--- src/rtl/upc_pkg.sv ---
// Shared UPC types, catalog codes and entry FSM states.
// UPC_PARITY_EN adds a fourth, even-parity bit to each entry.
package upc_pkg;

    typedef logic [2:0] upc_t;

    localparam upc_t UPC_SIAMESE = 3'b000;
    localparam upc_t UPC_PERSIAN = 3'b001;
    localparam upc_t UPC_COON    = 3'b011;
    localparam upc_t UPC_FOLD    = 3'b100;
    localparam upc_t UPC_BENGAL  = 3'b101;
    localparam upc_t UPC_RAGDOLL = 3'b110;

`ifdef UPC_PARITY_EN
    localparam int unsigned N_BITS = 4;
`else
    localparam int unsigned N_BITS = 3;
`endif

    typedef enum logic [1:0] {
        ST_IDLE,
        ST_COLLECT,
        ST_CHECK
    } entry_state_t;

    function automatic logic is_cat(input upc_t code);
        logic hit;
        case (code)
            UPC_SIAMESE, UPC_PERSIAN, UPC_COON,
            UPC_FOLD, UPC_BENGAL, UPC_RAGDOLL: hit = 1'b1;
            default:                           hit = 1'b0;
        endcase
        return hit;
    endfunction

endpackage

--- src/rtl/strobe_edge.sv ---
// Rising-edge detector for the entry key; the register resets high so a key
// held through reset is not seen as a press.
module strobe_edge (
    input  logic clk,
    input  logic reset_n,
    input  logic strobe_i,
    output logic edge_o
);

    logic strobe_q;

    always_ff @(posedge clk) begin
        if (!reset_n) begin
            strobe_q <= 1'b1;
        end else begin
            strobe_q <= strobe_i;
        end
    end

    assign edge_o = strobe_i & ~strobe_q;

endmodule

--- src/rtl/upc_entry.sv ---
// Serial UPC entry: MSB-first bit collection, inter-bit timeout and catalog
// check. Define UPC_PARITY_EN to collect and verify a trailing parity bit.
module upc_entry
    import upc_pkg::*;
#(
    parameter int unsigned TIMEOUT_CYCLES = 50_000_000
) (
    input  logic       clk,
    input  logic       reset_n,
    input  logic       bit_in,
    input  logic       strobe,
    output logic [2:0] upc,
    output logic       upc_valid,
    output logic       upc_error,
    output logic       busy
);

    localparam int unsigned TW = (TIMEOUT_CYCLES > 1) ? $clog2(TIMEOUT_CYCLES) : 1;
    localparam int unsigned CW = 3;

    entry_state_t        state_q, state_d;
    logic [N_BITS-1:0]   shift_q, shift_d;
    logic [CW-1:0]       count_q, count_d;
    logic [TW-1:0]       timer_q, timer_d;
    upc_t                upc_q, upc_d;
    logic                valid_q, valid_d;
    logic                error_q, error_d;
    logic                busy_q, busy_d;
    logic                strobe_rise;
    upc_t                code;
    logic                code_ok;

    strobe_edge u_strobe_edge (
        .clk      (clk),
        .reset_n  (reset_n),
        .strobe_i (strobe),
        .edge_o   (strobe_rise)
    );

`ifdef UPC_PARITY_EN
    assign code    = shift_q[3:1];
    assign code_ok = is_cat(code) && (shift_q[0] == ^code);
`else
    assign code    = shift_q;
    assign code_ok = is_cat(code);
`endif

    always_ff @(posedge clk) begin
        if (!reset_n) begin
            state_q <= ST_IDLE;
            shift_q <= '0;
            count_q <= '0;
            timer_q <= '0;
            upc_q   <= '0;
            valid_q <= 1'b0;
            error_q <= 1'b0;
            busy_q  <= 1'b0;
        end else begin
            state_q <= state_d;
            shift_q <= shift_d;
            count_q <= count_d;
            timer_q <= timer_d;
            upc_q   <= upc_d;
            valid_q <= valid_d;
            error_q <= error_d;
            busy_q  <= busy_d;
        end
    end

    always_comb begin
        state_d = state_q;
        shift_d = shift_q;
        count_d = count_q;
        timer_d = timer_q;
        upc_d   = upc_q;
        valid_d = 1'b0;
        error_d = 1'b0;

        case (state_q)
            ST_IDLE: begin
                timer_d = '0;
                count_d = '0;
                if (strobe_rise) begin
                    shift_d = {{(N_BITS-1){1'b0}}, bit_in};
                    count_d = CW'(1);
                    state_d = ST_COLLECT;
                end
            end
            ST_COLLECT: begin
                // An edge on the threshold cycle takes priority over the timeout.
                if (strobe_rise) begin
                    shift_d = {shift_q[N_BITS-2:0], bit_in};
                    count_d = count_q + CW'(1);
                    timer_d = '0;
                    if (count_q == CW'(N_BITS - 1)) begin
                        state_d = ST_CHECK;
                    end
                end else if (timer_q == TW'(TIMEOUT_CYCLES - 1)) begin
                    error_d = 1'b1;
                    count_d = '0;
                    timer_d = '0;
                    state_d = ST_IDLE;
                end else begin
                    timer_d = timer_q + TW'(1);
                end
            end
            ST_CHECK: begin
                count_d = '0;
                if (code_ok) begin
                    upc_d   = code;
                    valid_d = 1'b1;
                end else begin
                    error_d = 1'b1;
                end
                state_d = ST_IDLE;
            end
            default: begin
                state_d = ST_IDLE;
                count_d = '0;
                timer_d = '0;
            end
        endcase

        busy_d = (state_d != ST_IDLE);
    end

    assign upc       = upc_q;
    assign upc_valid = valid_q;
    assign upc_error = error_q;
    assign busy      = busy_q;

endmodule
--- config.mk ---
export PLATFORM = sky130hd
export DESIGN_NAME = upc_entry
export DESIGN_NICKNAME = d
export VERILOG_FILES = /design/src/rtl/upc_pkg.sv /design/src/rtl/strobe_edge.sv /design/src/rtl/upc_entry.sv
export SDC_FILE = /design/constraint.sdc
export NUM_CORES = 1
export LEC_CHECK = 0
export CELL_PAD_IN_SITES_DETAIL_PLACEMENT = 1
export CELL_PAD_IN_SITES_GLOBAL_PLACEMENT = 1
export CORE_UTILIZATION = 25
export DETAILED_ROUTE_END_ITERATION = 6
export HOLD_SLACK_MARGIN = 0.08
export PLACE_DENSITY_LB_ADDON = 0.3
export SYNTH_ARGS = -nofsm -noshare
export SYNTH_HDL_FRONTEND = slang
export SYNTH_SLANG_ARGS = --single-unit
--- constraint.sdc ---
create_clock -name clk -period 2.2 [get_ports clk]
set_clock_uncertainty 0.05 [all_clocks]
set_input_delay 0.55 -clock clk [delete_from_list [all_inputs] [get_ports clk]]
set_output_delay 0.55 -clock clk [all_outputs]
set_load 0.005 [all_outputs]
==> metrics.md <==
| Metric | Value |
|---|---|
| Status | finished, final reports clean |
| Clock Latency Late Sink | 0.30 ns |
| Data required time of the worst path | 2.38 ns |
| Ant. Diodes | 0 |
| CP Capture Type | flop |
| Yosys reg bits | 41 |
| CTS clk-pin slew, worst paths | 0.09 ns |
| Hold_ws | 0.4393 ns |
| Routed Antenna Nets | 0 |
| Fraction of layout instances using a drive strength above 1 | 18.28% |
| Drt wl/cell | 15.35 um |
| Minimum clock period | 2.111 ns |
| Kind of critical path | reg2reg |
| Num rows | 33 |
| Cells after synthesis | 239 |
| Most common cell after layout, fill and taps aside | dfxtp_1 |
| Ys async rst share | 0% |
| Area grow syn2layout | 23.82% |
| Drt first pass iters | 4 |
| Worst Setup Start Kind | flop |
| Max-cap violation count | 0 |
| Synthesized net count | 249 |
| Leak | 0.8868 nW |
| Worst slew pin tran | 0.4214 ns |
| Hold Buf Count CTS | 0 |
| Vias in the first global route | 1942 |
| Core area | 8258 um2 |
| First-pass GRT wire length | 9.853 mm |
| Commonest cells after routing, fill and taps aside | dfxtp_1 (40), buf_4 (22), a21oi_1 (18) |
| Clock sinks | 41 |
| H-tree depth | 2 |
| Routability cong. | 0.7909 |
| Largest net degree at the start of global routing | 19 |
| Ys Warns | 0 |
| Synthesized cell area | 2153 um2 |
| Clk buf depth | 2 |
| Drt drc | 0 |
| Peak supply drop | 0.0002677 V |
| Vias | 1942 |
| Via/cell ratio | 5.206 |
| Initial antenna violation count | 0 |
| Die span in y | 94.81 um |
| # setup viols final | 0 |
| HP Class | reg2reg |
| Port Buf Inserts | 9 |
| Final hold viol count | 0 |
| IO Count | 10 |
| Mapped Avg Cell Area | 9.010 um2 |
| CTS Root Cell | clkbuf_8 |
| Slew margin rel. | 71.61% |
| Ys flop type | dfxtp_1 |
| Period utilization | 95.97% |
| Library cells used by synthesis | 54 |
| Final Max Tran Viols | 0 |
| Final std cells w/o fill | 373 |
| Crit-path max FO | 7 |
| Fmax | 0.4736 GHz |
| TritonCTS clock tree | done |
| Total congestion overflow | 0 |
| Post-synth EDFFs | 0 |
| Iteration-0 DRC Markers | 78 |
| Detailed Route WL | 5.724 mm |
| Placed Instances | 360 |
| Total CTS buffers | 5 |
| Power Density | 584.5 nW/um2 |
| All-Layer GR Usage | 14.04% |
| Total Die Area | 8988 um2 |
| Hpwl dp | 3.992 mm |
| Die W | 94.81 um |
| Starting Density | 26.08% |
| Worst Path Arrival | 2.30 ns |
| RSZ-0062 raised after global routing | no |
| Final nets | 277 |
| Sequential share of the synthesized area | 38.12% |
logic make-up (layout without fill, tap and decap cells):
| group | count (synthesis) | count (layout) | synth area share, % |
|---|---|---|---|
| adder cells (fa/ha/maj) | 6 | 6 | 3.486 |
| multiplexers | 2 | 2 | 0.9297 |
| AO/OA/AOI/OAI | 67 | 67 | 21.21 |
| AND/OR/NAND/NOR | 89 | 89 | 25.39 |
| XOR/XNOR | 14 | 14 | 5.694 |
| buffers and inverters | 20 | 49 | 5.171 |
| flip-flops | 41 | 41 | 38.12 |
critical path, cell delays in order (launching register included):
cell      delay (ns)
dfxtp_2         0.33
inv_1           0.06
ha_2            0.21
nand4b_1        0.17
or4_4           0.58
or4_4           0.50
a22oi_2         0.15
area by class of cell:
type,count,area [um2]
Inverter,7,26.28
Sequential cell,41,822.0
Fill cell,983,5592
Tap cell,105,131.4
Multi-Input combinational cell,178,1252
Clock inverter,3,65.06
Clock buffer,5,68.82
Timing Repair Buffer,34,300.3
metal layers:
layer	vias to the layer above	GRT usage [%]	part of all wire, %
met5	-	0	0
met4	0	4.924	1.4
met3	6	2.738	2.3
met2	20	22.72	45
met1	951	18.47	52
li1	965	-	-
path summary, 6_finish.rpt:
kind / from / endpoint / slack, ns / depth (start not counted)
hold / removal: upc[2]$_SDFFE_PN0P_ / upc[2]$_SDFFE_PN0P_ / 0.44 / 2
setup / recovery: state_q[0]$_SDFF_PN0_ / timer_q[24]$_SDFFE_PN0N_ / 0.09 / 6
setup reg to reg: state_q[0]$_SDFF_PN0_ / timer_q[24]$_SDFFE_PN0N_ / 0.09 / 6
hold reg to reg: upc[2]$_SDFFE_PN0P_ / upc[2]$_SDFFE_PN0P_ / 0.44 / 2
through the flow:
stage / total power, W / util, % / area, um2 / TNS, ns / worst slack (ns)
after floorplan: 0.0007991 / - / 2153 / 0 / 0.04371
after detailed placement: 0.0008315 / 29.85 / 2465 / -0.03857 / -0.03857
after global routing: 0.001611 / 32.29 / 2666 / 0 / 0.007518
final: 0.001559 / 32.29 / 2666 / 0 / 0.08864
after CTS: 0.001577 / 31.64 / 2613 / 0 / 0.01903
after global placement: 0.0008304 / 29.85 / 2465 / 0 / 0.05988
flip-flops by register name, indices dropped and copies added, names as in the netlist:
signal and flops:
busy 1, code 3, count_q 3, state_q 2, timer_q 26, u_strobe_edge.strobe_q 1
upc 3, upc_error 1, upc_valid 1
cells in the mapped netlist, types with 3 or more instances:
cell type	n	share of area, %
nor4_1	6	1.7
a21boi_0	3	1.0
a22oi_1	10	3.5
nand4_1	9	2.6
o31ai_1	10	3.5
or4_1	9	3.1
a21oi_1	18	4.2
nor2_1	10	1.7
xor2_1	5	2.0
or3_1	3	0.87
ha_1	6	3.5
dfxtp_1	41	38
o21ai_0	11	2.6
nand2_1	14	2.4
nand3_1	7	1.6
clkbuf_1	5	0.87
inv_1	7	1.2
xnor2_1	9	3.7
nor2b_1	7	2.0
nand2b_1	3	0.87
what timing repair did:
| action | 4_1_cts | 5_1_grt |
|---|---|---|
| buffers inserted | 0 | 5 |
| endpoints found under the setup margin | 5 | 21 |
| pin swaps | 1 | 3 |
| gates resized for setup | 2 | 5 |
power breakdown:
part            total, W  switching [W]  internal [W]
Combinational  0.0000648      0.0000336     0.0000312
Sequential      0.000751     0.00000410      0.000747
Clock           0.000742       0.000291      0.000451
Note: power is estimated with default switching activity, not from simulation.
